$ cat config.mk
export PLATFORM = sky130hd
export DESIGN_NAME = clk_div_prog_flat
export DESIGN_NICKNAME = d
export VERILOG_FILES = /design/src/rtl/clk_div_prog_if.sv /design/src/rtl/clk_div_prog.sv /design/src/flat_wrapper.sv
export SDC_FILE = /design/constraint.sdc
export NUM_CORES = 1
export LEC_CHECK = 0
export BUFFER_PORTS_ARGS = -buffer_cell sky130_fd_sc_hd__buf_2
export CAP_MARGIN = 10
export CORE_ASPECT_RATIO = 2
export CORE_UTILIZATION = 27
export DETAILED_ROUTE_END_ITERATION = 16
export GPL_ROUTABILITY_DRIVEN = 0
export GPL_TIMING_DRIVEN = 0
export PLACE_DENSITY_LB_ADDON = 0.3
export REMOVE_ABC_BUFFERS = 1
export SETUP_SLACK_MARGIN = 0.15
export SLEW_MARGIN = 40
export SYNTH_ARGS = -nofsm -noshare
export SYNTH_HDL_FRONTEND = slang
export SYNTH_SLANG_ARGS = --single-unit
$ cat constraint.sdc
create_clock -name clk_in -period 8.3 [get_ports clk_in]
set_input_delay 1.66 -clock clk_in [delete_from_list [all_inputs] [get_ports clk_in]]
set_output_delay 1.66 -clock clk_in [all_outputs]
set_load 0.05 [all_outputs]
$ cat src/rtl/clk_div_prog_if.sv
// rtl/clk_div_prog_if.sv - control/status bundle for the programmable clock divider
interface clk_div_prog_if #(
   parameter int DIV_W = 8
);
   logic             clk_en;
   logic [DIV_W-1:0] div_val;
   logic             div_load;
   logic             div_busy;
   logic             div_ack;
   logic             div_err;
   logic [DIV_W-1:0] div_active;
   logic             period_stb;
   logic             clk_out;

   modport master (
      output clk_en, div_val, div_load,
      input  div_busy, div_ack, div_err, div_active, period_stb, clk_out
   );

   modport slave (
      input  clk_en, div_val, div_load,
      output div_busy, div_ack, div_err, div_active, period_stb, clk_out
   );
endinterface

$ cat src/rtl/clk_div_prog.sv
// rtl/clk_div_prog.sv - glitch-free runtime-programmable 50% duty clock divider
module clk_div_prog #(
   parameter int DIV_W     = 8,
   parameter int DIV_RESET = 2
) (
   input  logic          clk_in,
   input  logic          reset_n,
   clk_div_prog_if.slave bus
);
   localparam logic [1:0] ST_STOP = 2'd0;
   localparam logic [1:0] ST_RUN  = 2'd1;
   localparam logic [1:0] ST_PEND = 2'd2;

   localparam logic [DIV_W-1:0] RESET_RATIO = DIV_W'(DIV_RESET);
   localparam logic [DIV_W-1:0] MIN_RATIO   = DIV_W'(2);

   logic [1:0]       state_q, state_d;
   logic [DIV_W-1:0] cnt_q, cnt_d;
   logic [DIV_W-1:0] active_q, active_d;
   logic [DIV_W-1:0] pending_q, pending_d;
   logic             hi_pos_q, hi_pos_d;
   logic             hi_neg_q, hi_neg_d;
   logic             ack_q, ack_d;
   logic             err_q, err_d;
   logic             stb_q, stb_d;
   logic             boundary;
   logic             load_ok;

   always_comb begin
      state_d   = state_q;
      active_d  = active_q;
      pending_d = pending_q;
      ack_d     = 1'b0;
      err_d     = 1'b0;
      boundary  = (state_q != ST_STOP) && (cnt_q == active_q - 1'b1);
      load_ok   = bus.div_load && (state_q != ST_PEND) && (bus.div_val >= MIN_RATIO);
      if (bus.div_load && !load_ok) begin
         err_d = 1'b1;
      end

      case (state_q)
         ST_STOP: begin
            // No period in flight, so a new ratio can be applied immediately.
            if (load_ok) begin
               active_d  = bus.div_val;
               pending_d = bus.div_val;
               ack_d     = 1'b1;
            end
            if (bus.clk_en) begin
               state_d = ST_RUN;
            end
         end
         ST_RUN: begin
            if (boundary && !bus.clk_en) begin
               state_d = ST_STOP;
               if (load_ok) begin
                  active_d  = bus.div_val;
                  pending_d = bus.div_val;
                  ack_d     = 1'b1;
               end
            end else if (load_ok) begin
               pending_d = bus.div_val;
               state_d   = ST_PEND;
            end
         end
         ST_PEND: begin
            if (boundary) begin
               active_d = pending_q;
               ack_d    = 1'b1;
               state_d  = bus.clk_en ? ST_RUN : ST_STOP;
            end
         end
         default: state_d = ST_STOP;
      endcase

      // Output phase is derived from next-state values so clk_out rises
      // directly off the flop at the posedge that opens each period.
      if ((state_d == ST_STOP) || (state_q == ST_STOP) || boundary) begin
         cnt_d = '0;
      end else begin
         cnt_d = cnt_q + 1'b1;
      end
      hi_pos_d = (state_d != ST_STOP) && (cnt_d < (active_d >> 1));
      stb_d    = (state_d != ST_STOP) && (cnt_d == '0);
      hi_neg_d = hi_pos_q;
   end

   always_ff @(posedge clk_in or negedge reset_n) begin
      if (!reset_n) begin
         state_q   <= ST_STOP;
         cnt_q     <= '0;
         active_q  <= RESET_RATIO;
         pending_q <= RESET_RATIO;
         hi_pos_q  <= 1'b0;
         ack_q     <= 1'b0;
         err_q     <= 1'b0;
         stb_q     <= 1'b0;
      end else begin
         state_q   <= state_d;
         cnt_q     <= cnt_d;
         active_q  <= active_d;
         pending_q <= pending_d;
         hi_pos_q  <= hi_pos_d;
         ack_q     <= ack_d;
         err_q     <= err_d;
         stb_q     <= stb_d;
      end
   end

   // Half-cycle extension of the high phase for odd ratios.
   always_ff @(negedge clk_in or negedge reset_n) begin
      if (!reset_n) begin
         hi_neg_q <= 1'b0;
      end else begin
         hi_neg_q <= hi_neg_d;
      end
   end

   assign bus.div_busy   = (state_q == ST_PEND);
   assign bus.div_ack    = ack_q;
   assign bus.div_err    = err_q;
   assign bus.div_active = active_q;
   assign bus.period_stb = stb_q;
   assign bus.clk_out    = hi_pos_q | (active_q[0] & hi_neg_q);
endmodule

$ cat src/flat_wrapper.sv
// flat-port wrapper written by rule: the top's interface ports become plain ports
module clk_div_prog_flat 
#(
   parameter int DIV_W     = 8,
   parameter int DIV_RESET = 2
)
  (clk_in, reset_n, bus_clk_en, bus_div_val, bus_div_load, bus_div_busy, bus_div_ack, bus_div_err, bus_div_active, bus_period_stb, bus_clk_out);
  clk_div_prog_if #(.DIV_W(DIV_W)) bus_i ();
  input  logic clk_in;
  input  logic reset_n;
  input wire logic [$bits(bus_i.clk_en)-1:0] bus_clk_en;
  input wire logic [$bits(bus_i.div_val)-1:0] bus_div_val;
  input wire logic [$bits(bus_i.div_load)-1:0] bus_div_load;
  output wire logic [$bits(bus_i.div_busy)-1:0] bus_div_busy;
  output wire logic [$bits(bus_i.div_ack)-1:0] bus_div_ack;
  output wire logic [$bits(bus_i.div_err)-1:0] bus_div_err;
  output wire logic [$bits(bus_i.div_active)-1:0] bus_div_active;
  output wire logic [$bits(bus_i.period_stb)-1:0] bus_period_stb;
  output wire logic [$bits(bus_i.clk_out)-1:0] bus_clk_out;
  assign bus_i.clk_en = bus_clk_en;
  assign bus_i.div_val = bus_div_val;
  assign bus_i.div_load = bus_div_load;
  assign bus_div_busy = bus_i.div_busy;
  assign bus_div_ack = bus_i.div_ack;
  assign bus_div_err = bus_i.div_err;
  assign bus_div_active = bus_i.div_active;
  assign bus_period_stb = bus_i.period_stb;
  assign bus_clk_out = bus_i.clk_out;
  clk_div_prog #(.DIV_W(DIV_W), .DIV_RESET(DIV_RESET)) u_core (.clk_in(clk_in), .reset_n(reset_n), .bus(bus_i));
endmodule
## Yosys cells after proc, flatten, opt, wreduce, memory -nomap -nowiden

Cells that the tools add are included.

| storage, ports and cells | value |
|---|---|
| input bits | 12 |
| register bits after elaboration | 31 |
| logic and storage cells | 58 |

| cells by class | value |
|---|---|
| $add $sub $neg | 2 |
| reductions and logical operators | 20 |
| bitwise logic cells | 2 |
| order comparisons | 2 |
| mux-type cells | 16 |
| equality and inequality tests | 6 |

Operator list:

| kind | count |
|---|---|
| $mux W8 | 4 |
| $pmux W8 S3 | 1 |
| $add A8 B1 Y8 const B | 1 |
| $eq A8 B8 Y1 | 1 |
| $ge A8 B2 Y1 const B | 1 |
| $logic_not A8 Y1 | 1 |
| $lt A8 B7 Y1 | 1 |
| $mux W2 | 4 |
| $sub A8 B1 Y8 const B | 1 |
| $logic_and A1 B1 Y1 | 7 |
| $pmux W2 S3 | 1 |
| $mux W1 | 5 |
| $logic_not A2 Y1 | 2 |
| $ne A2 B1 Y1 const B | 2 |
| $reduce_bool A2 Y1 | 2 |
| $pmux W1 S3 | 1 |
| $reduce_and A3 Y1 | 1 |
| $reduce_bool A3 Y1 | 1 |
| $eq A2 B1 Y1 const B | 1 |
| $eq A2 B2 Y1 const B | 1 |
| $logic_not A1 Y1 | 2 |
| $logic_or A1 B1 Y1 | 2 |
| $ne A2 B2 Y1 const B | 1 |
| $reduce_and A2 Y1 | 1 |
| 3 further kinds | 3 |

## Logic depth before layout (Yosys ltp)

Gate-level depths: netlist of the first run.

| depth | value |
|---|---|
| depth after elaboration | 12 |
| gate-level depth with buffers | 22 |

==> flow_summary.toml, run 1 <==
[setup_path]
cp-start-kind = "register"
crit_type = "register to output pin"
cp_data_arrival_time_ns = 5.19
crit_fanout = 1
end_kind = "output pin"
worst_ep_required_time_ns = 6.64

[clock_network]
postCtsResizedCells = 0
htreeDepth = 2
clk_latency_ns = 0.30
cts_sinks = 31
cts_tree = "yes"
ctsHoldBuffers = 0
cts_setup_buffers = 0
path_clk_slew_ns = 0.05
cts_made_buffers = 5
cts_root_buf = "clkbuf_16"
cts_buffer_depth = 2

[cells_and_area]
drive_gt1_share_pct = 23.3
mostFrequentLayoutCells = "dfrtp_1, buf_2, nor2_1"
nFillCells = 730
syn2layout_area_growth_pct = 16.7
final_common_cell = "dfrtp_1"
diodes = 0
stdcell_area_um2 = 2260
finalNonFillerCells = 309
fin_nets = 238

[detailed_routing]
drtIter0Drc = 44
wirelength_mm = 4.58
wire_per_inst_um = 14.8
drc = 0
drt_first_pass_iters = 4
num_vias = 1539
ant_nets = 0
vias_per_cell = 4.98

[logic_synthesis]
synth_top_cell_area_share_pct = 36.2
ys.flop_type = "dfrtp_1"
synth-seq-area-share_pct = 40.3
avgSynthCellArea_um2 = 9.76
ys_ff_latch = 31
synth_edf_count = 0
ys_warn_count = 0
ys_types = 52
synthCells = 198
synth_area_um2 = 1930
synth_area_leaders = "dfrtp_1, ha_1, xnor2_1"
async_reset_ff_share_pct = 100
yosysTopAreaCell = "dfrtp_1"

[floorplanning]
boundaryPins = 25
core_area_um2 = 6940
initial_utilization_pct = 27.9
rows = 43
die_area_um2 = 7520
die_y_um = 122
dieWidth_um = 61.8

[placement]
post-place-ws_ns = 1.75
dpl_cell_area_um2 = 2100
place_inst = 301
dp_hpwl_mm = 3.64
io_buffers = 24

[sta]
skew_ns = 0.0229
final-setup-viol-count = 0
slew_violations = 0
final.setup.worst_slack_ns = 1.45
rsz0062_at_grt = "false"
worst_slew_pin_slew_ns = 0.709
hold_violations = 0
relSlewSlack_pct = 52.8
tns_ns = 0

[global_routing]
antenna_found_initial = 0
grtUsageTotal_pct = 14.6
grt_max_degree = 32
grt_pass1_wl_mm = 7.82
grt_pass1_vias = 1644
grt_overflow = 0

[min_path]
hp-class = "register to register"

[power_and_ir_drop]
p_leak_uw = 0.00104
power.density_nw_per_um2 = 394
ir_worst_vdd_mv = 0.103
total_power_uw = 888

[job]
maxCapViolCount = 0

[outcome]
outcome = "finished, final reports clean"
-- path summary, 6_finish.rpt --
kind	from	endpoint	slack [ns]	cells after the start
max	u_core.hi_neg_q	bus_clk_out	1.45	2
min	u_core.pending_q[1]	u_core.pending_q[1]	0.50	2
max reg2reg	u_core.hi_neg_d	u_core.hi_neg_q	3.65	0
min reg2reg	u_core.pending_q[1]	u_core.pending_q[1]	0.50	2
max in group asynchronous	reset_n	u_core.hi_neg_q	2.38	1
min in group asynchronous	reset_n	u_core.bus.period_stb	1.43	1
-- state kept, by name, summed over array words and instances (netlist names) --
register and cells:
u_core.pending_q 8, u_core.hi_neg_q 1, u_core.bus.div_active 8, u_core.cnt_q 8
u_core.bus.period_stb 1, u_core.hi_neg_d 1, u_core.bus.div_err 1, u_core.state_q 2
u_core.bus.div_ack 1
-- metal layers --
layer	share of wire [%]	GRT usage [%]	routed length, um
met2	59	26.9	2710
met3	2.4	2.55	111
met4	3.8	8.61	172
met1	35	14.0	1590
met5	0	0	0
-- cells by family (layout without fill, tap and decap cells) --
| logic type | count (synthesis) | after routing | share of synthesized area (%) |
|---|---|---|---|
| AO/OA/AOI/OAI | 57 | 57 | 20.8 |
| adder cells (fa/ha/maj) | 8 | 8 | 5.18 |
| buffers and inverters | 18 | 39 | 4.79 |
| multiplexers | 7 | 7 | 4.27 |
| AND/OR/NAND/NOR | 60 | 60 | 17.0 |
| XOR/XNOR | 17 | 17 | 7.70 |
| flip-flops | 31 | 31 | 40.3 |
-- layout make-up --
| class | instances | area (um^2) | area share [%] |
|---|---|---|---|
| Clock buffer | 8 | 156 | 6.93 |
| Sequential cell | 31 | 778 | 34.5 |
| Tap cell | 90 | 113 | 4.99 |
| Timing Repair Buffer | 24 | 120 | 5.32 |
| Multi-Input combinational cell | 149 | 1060 | 47.1 |
| Inverter | 7 | 26.3 | 1.16 |
-- synthesized netlist by cell type, types with 3 or more instances --
cell,number
a31oi_1,3
nor3_1,8
a21oi_1,11
xnor2_1,11
ha_1,8
nand3_1,3
o211ai_1,3
nor2_1,14
a22o_1,6
dfrtp_1,28
inv_1,7
buf_2,4
nand3b_1,3
a21o_1,6
mux2_2,6
xor2_1,6
nand2_1,12
nand2b_1,4
clkbuf_1,3
o21ai_0,10
-- per-stage QoR --
stage	hold WS (ns)	utilization, %
final	0.499	32.5
after global routing	0.526	32.5
after CTS	0.505	32.5
after detailed placement	0.494	30.3
after global placement	0.488	30.3
after floorplan	0.462	-
-- worst max-delay path, cell delays in order (launching register included) --
cell and delay [ns]:
dfrtn_1 0.38, a21o_1 0.11, buf_2 0.25
-- power breakdown --
part | switching [uW] | leakage [uW] | internal (uW) | total [uW]
Sequential | 71.6 | 0.000384 | 207 | 278
Clock | 61.6 | 0.0000772 | 127 | 189
Combinational | 261 | 0.000581 | 160 | 421
Total | 394 | 0.00104 | 493 | 888
(Power assumes the default switching activity.)
==> run 2: changes to the inputs <==
--- a/config.mk
+++ b/config.mk
@@ -5,6 +5,7 @@
 export SDC_FILE = /design/constraint.sdc
 export NUM_CORES = 1
 export LEC_CHECK = 0
+export ABC_AREA = 1
 export BUFFER_PORTS_ARGS = -buffer_cell sky130_fd_sc_hd__buf_2
 export CAP_MARGIN = 10
 export CORE_ASPECT_RATIO = 2
==> constraint.sdc (replaced) <==
create_clock -name clk_in -period 5.5 [get_ports clk_in]
set_input_delay 1.1 -clock clk_in [delete_from_list [all_inputs] [get_ports clk_in]]
set_output_delay 1.1 -clock clk_in [all_outputs]
set_load 0.05 [all_outputs]
==> run 2 against run 1 <==
  * Combinational power grew 120%
  * Sequential power grew 46%
  * Worst hold slack lost 0.0069 ns
  * Core utilization grew 0.37 points
  * Power grew 84%
  * First-iteration DRC count grew to 2.6 times the previous value
  * Global-route usage grew 1.5 points
  * Non-clock buffer count is the same
  * Largest power group unchanged
  * Highest routed layer unchanged
==> flow_summary.toml, run 2 <==
[sta]
relSlewSlack_pct = 61.5
slew_violations = 0
skew_ns = 0.0209
tns_ns = 0
final-setup-viol-count = 0
worst_slew_pin_slew_ns = 0.575
hold_violations = 0
rsz0062_at_grt = "false"

[logic_synthesis]
avgSynthCellArea_um2 = 7.24
async_reset_ff_share_pct = 100
synth-seq-area-share_pct = 35.0
synthCells = 307
ys_types = 46
yosysTopAreaCell = "dfrtp_1"
synth.most_common_cell = "nand2_1"
ys_ff_latch = 31
ys.flop_type = "dfrtp_1"
ys_warn_count = 0
synth_top_cell_area_share_pct = 31.5
synth_area_um2 = 2220
synth_edf_count = 0
yosys-top-cells-count = "nand2_1, inv_1, dfrtp_1, nor2_1, o21ai_0"
synth_area_leaders = "dfrtp_1, nand2_1, inv_1"

[global_routing]
grt_overflow = 0
grt_pass1_vias = 2056
grt_pass1_wl_mm = 9.91
grtUsageTotal_pct = 16.1
antenna_found_initial = 0
grt_max_degree = 32

[cells_and_area]
final_common_cell = "nand2_1"
nFillCells = 867
seq_area_um2 = 778
drive_gt1_share_pct = 22.4
mostFrequentLayoutCells = "nand2_1, inv_1, dfrtp_1"
stdcell_area_um2 = 2610
syn2layout_area_growth_pct = 17.4
multi_input_area_um2 = 1180
fin_nets = 354
diodes = 0

[detailed_routing]
wire_per_inst_um = 14.1
drt_first_pass_iters = 4
ant_nets = 0
vias_per_cell = 4.55
drtIter0Drc = 116
num_vias = 1961
drc = 0
wirelength_mm = 6.06

[setup_path]
reg2reg_slack_ns = 2.22
cpMaxStageDelayCell = "dfrtn_1"
path_cells = "a21o_1 > buf_2"
rr_endpoint = "u_core.hi_neg_d"
crit_fanout = 1
r2r-start = "u_core.bus.div_active[0]"
worst_ep_required_time_ns = 4.40
r2r_cells = 20
end_kind = "output pin"
cp-endpoint = "bus_clk_out"
cp-start-kind = "register"
crit_type = "register to output pin"
cpPeakStageDelay_ns = 0.38
crit_start = "u_core.hi_neg_q"
cp_data_arrival_time_ns = 3.79

[placement]
dp_hpwl_mm = 5.01
io_buffers = 24
dpl_cell_area_um2 = 2440

[power_and_ir_drop]
total_power_uw = 1640
ir_worst_vdd_mv = 0.154
p_leak_uw = 0.00137
power.density_nw_per_um2 = 626

[clock_network]
cts_made_buffers = 5
ctsHoldBuffers = 0
cts_sinks = 31
cts_buffer_depth = 2
postCtsResizedCells = 0
cts_root_buf = "clkbuf_16"
clk_latency_ns = 0.31
cts_setup_buffers = 0
cts_tree = "yes"
path_clk_slew_ns = 0.05
htreeDepth = 2

[floorplanning]
boundaryPins = 25
die_area_um2 = 8620
rows = 46
dieWidth_um = 66.2
core_area_um2 = 7940
die_y_um = 130
initial_utilization_pct = 28.0

[job]
maxCapViolCount = 0

[outcome]
outcome = "finished, final reports clean"

[min_path]
hp-class = "register to register"
-- run 2: cell types whose count changed in the layout (fill, tap and decap cells not counted), sizes merged, moves of 5 or more --
cell	previous run	this run
nand3	3	19
a21o	7	1
a22o	6	0
inv	7	60
xnor2	11	3
mux2	7	2
nor3	9	4
nand2	13	84
o21ai	10	21
nor2	16	33
-- run 2: worst min-delay path by stage --
stage / to / cells after the start / from
2_1_floorplan: u_core.pending_q[0] / 2 / u_core.pending_q[0]
3_3_place_gp: u_core.pending_q[6] / 2 / u_core.pending_q[6]
3_5_place_dp: u_core.pending_q[7] / 2 / u_core.pending_q[7]
4_1_cts: u_core.pending_q[7] / 2 / u_core.pending_q[7]
5_1_grt: u_core.pending_q[0] / 2 / u_core.pending_q[0]
6_report: u_core.pending_q[7] / 2 / u_core.pending_q[7]
-- run 2: cell families after synthesis --
group	count (synthesis)	share of synthesized area, %
buf+inv	66	11.9
compound gates	40	10.8
xor+xnor	10	4.28
mux	2	1.01
fa+ha+maj	8	4.50
simple gates	150	32.5
flops	31	35.0
-- run 2: worst max-delay path: cells and delay by family (launching register included) --
family,cells,cell delay (ns)
AOI/OAI and AO/OA,1,0.10
buffers and inverters,1,0.25
DFF,1,0.38
-- run 2: layer usage --
metal	routed length, um	track usage (%)	share of wire [%]
met5	0	0	0
met4	310	11.6	5.1
met3	140	2.45	2.3
met2	3740	33.2	62
met1	1880	12.4	31
-- run 2: power breakdown --
| part | total (uW) | switching, uW | internal [uW] |
|---|---|---|---|
| Combinational | 908 | 635 | 273 |
| Sequential | 407 | 96.2 | 310 |
| Clock | 322 | 108 | 213 |
| Total | 1640 | 839 | 797 |
-- run 2: through the flow --
| stage | setup slack (ns) | utilization, % | hold WS [ns] | instances |
|---|---|---|---|---|
| global route | 0.577 | 32.9 | 0.516 | 431 |
| floorplan | 0.908 | - | 0.453 | 303 |
| finish | 0.608 | 32.9 | 0.492 | 431 |
| global placement | 0.938 | 30.7 | 0.472 | 423 |
| detailed placement | 0.933 | 30.7 | 0.480 | 423 |
| CTS | 0.605 | 32.8 | 0.493 | 431 |
-- run 2: layout make-up --
class                   count  share of cell area [%]
clock buffers               5                    4.79
clock inverters             3                    1.68
inverters                  62                    9.15
multi-input cells         210                    45.3
flip-flops and latches     31                    29.8
well taps                  96                    4.60
repair buffers             24                    4.70
==> run 3: changes to the inputs <==
--- a/config.mk
+++ b/config.mk
@@ -8,7 +8,7 @@
 export ABC_AREA = 1
 export BUFFER_PORTS_ARGS = -buffer_cell sky130_fd_sc_hd__buf_2
 export CAP_MARGIN = 10
-export CORE_ASPECT_RATIO = 2
+export CORE_ASPECT_RATIO = 0.75
 export CORE_UTILIZATION = 27
 export DETAILED_ROUTE_END_ITERATION = 16
 export GPL_ROUTABILITY_DRIVEN = 0
==> constraint.sdc (replaced) <==
create_clock -name clk_in -period 4.5 [get_ports clk_in]
set_input_delay 0.9 -clock clk_in [delete_from_list [all_inputs] [get_ports clk_in]]
set_output_delay 0.9 -clock clk_in [all_outputs]
set_load 0.05 [all_outputs]
==> run 3 against run 2 <==
  * Cell count grew 2.1%
  * Largest cell class unchanged
  * Sequential cell count did not move
  * Power up 15%
  * Highest routed layer unchanged
  * Global-route usage decreased by 1.3 points
  * Clock power fell by 9.9%
  * Worst hold slack got worse by 0.0016 ns
  * Setup slack worse by 0.28 ns
==> flow_summary.toml, run 3 (same netlist as run 2, synthesis figures left out) <==
[clock_network]
cts_tree = "yes"
cts_made_buffers = 5
cts_buffer_depth = 2
ctsHoldBuffers = 0
htreeDepth = 2
clk_latency_ns = 0.29
postCtsResizedCells = 0
path_clk_slew_ns = 0.07
cts_root_buf = "clkbuf_8"
cts_sinks = 31
cts_setup_buffers = 0

[sta]
final-setup-viol-count = 0
tns_ns = 0
slew_violations = 0
rsz0062_at_grt = "false"
hold_violations = 0
skew_ns = 0.00801
relSlewSlack_pct = 66.4
worst_slew_pin_slew_ns = 0.501

[cells_and_area]
fin_util_pct = 32.5
mostFrequentLayoutCells = "nand2_1, inv_1, dfrtp_1"
multi_input_area_um2 = 1180
nFillCells = 886
drive_gt1_share_pct = 22.4
fin_nets = 354
seq_area_um2 = 778
final_common_cell = "nand2_1"
diodes = 0
syn2layout_area_growth_pct = 15.6

[setup_path]
path_cells = "a21o_1 > buf_2"
crit_fanout = 1
cpMaxStageDelayCell = "dfrtn_1"
critPathTopFamily = "flip-flops"
r2r_cells = 15
cpPeakStageDelay_ns = 0.39
critical_path_depth = 2
worst_ep_required_time_ns = 3.60
path_buf_inv = 1
cp-start-kind = "register"
crit_type = "register to output pin"
end_kind = "output pin"
cp_data_arrival_time_ns = 3.27

[job]
maxCapViolCount = 0

[floorplanning]
initial_utilization_pct = 28.1
dieWidth_um = 107
core_area_um2 = 7920
die_y_um = 80.6
boundaryPins = 25
die_area_um2 = 8610
rows = 28

[detailed_routing]
ant_nets = 0
drt_first_pass_iters = 4
vias_per_cell = 4.54
num_vias = 1998
drc = 0
wire_per_inst_um = 12.8
wirelength_mm = 5.62
drtIter0Drc = 79

[global_routing]
grt_pass1_wl_mm = 9.71
grtUsageTotal_pct = 14.8
grt_pass1_vias = 1958
grt_max_degree = 32
antenna_found_initial = 0
grt_overflow = 0

[placement]
io_buffers = 24
dp_hpwl_mm = 4.47

[power_and_ir_drop]
power.density_nw_per_um2 = 734
p_leak_uw = 0.00135
ir_worst_vdd_mv = 0.376

[min_path]
hold_path_depth = 2
hp-class = "register to register"

[outcome]
outcome = "finished, final reports clean"
[run 3: changes by cell type in the layout (fill, tap and decap cells not counted), sizes merged]
| cell | before | now |
|---|---|---|
| clkbuf | 5 | 6 |
| clkinv | 4 | 3 |
[run 3: per-layer routing]
| layer | GRT usage (%) | wire length [um] |
|---|---|---|
| met1 | 21.4 | 2950 |
| met2 | 22.2 | 2280 |
| met3 | 2.35 | 340 |
| met4 | 4.93 | 51 |
| met5 | 0 | 0 |
[run 3: path summary, 6_finish.rpt]
| kind | start | end | slack [ns] |
|---|---|---|---|
| min in group asynchronous | reset_n | u_core.bus.div_active[4] | 0.55 |
| max in group asynchronous | reset_n | u_core.hi_neg_q | 1.49 |
| max | u_core.hi_neg_q | bus_clk_out | 0.33 |
| min | u_core.pending_q[0] | u_core.pending_q[0] | 0.49 |
| max reg2reg | u_core.bus.div_active[0] | u_core.hi_neg_d | 1.24 |
| min reg2reg | u_core.pending_q[0] | u_core.pending_q[0] | 0.49 |
[run 3: tightest hold or removal path, delay by kind of cell, from the launching register on]
family	cells	cell delay, ns
AOI/OAI and AO/OA	1	0.06
DFF	1	0.34
and+or+nand+nor	1	0.05
[run 3: final cells by class]
cell class / count / area share [%]
tap: 105 / 5.11
timing repair buffer: 24 / 4.77
sequential: 31 / 30.3
clock buffer: 6 / 3.21
inverter: 62 / 9.29
clock inverter: 2 / 1.36
multi-input combinational: 210 / 46.0
[run 3: where the power goes]
part | internal (uW) | switching [uW] | total, uW
Sequential | 379 | 121 | 500
Clock | 179 | 111 | 290
Combinational | 334 | 763 | 1100
[run 3: stage by stage]
step	worst slack (ns)	cells	total power (uW)	cell area [um^2]	hold slack [ns]
after floorplan	0.608	303	1340	2200	0.453
after global placement	0.634	432	1590	2450	0.469
after detailed placement	0.632	432	1600	2450	0.475
after CTS	0.316	440	1900	2570	0.495
after global routing	0.289	440	2050	2570	0.513
final	0.327	440	1890	2570	0.490
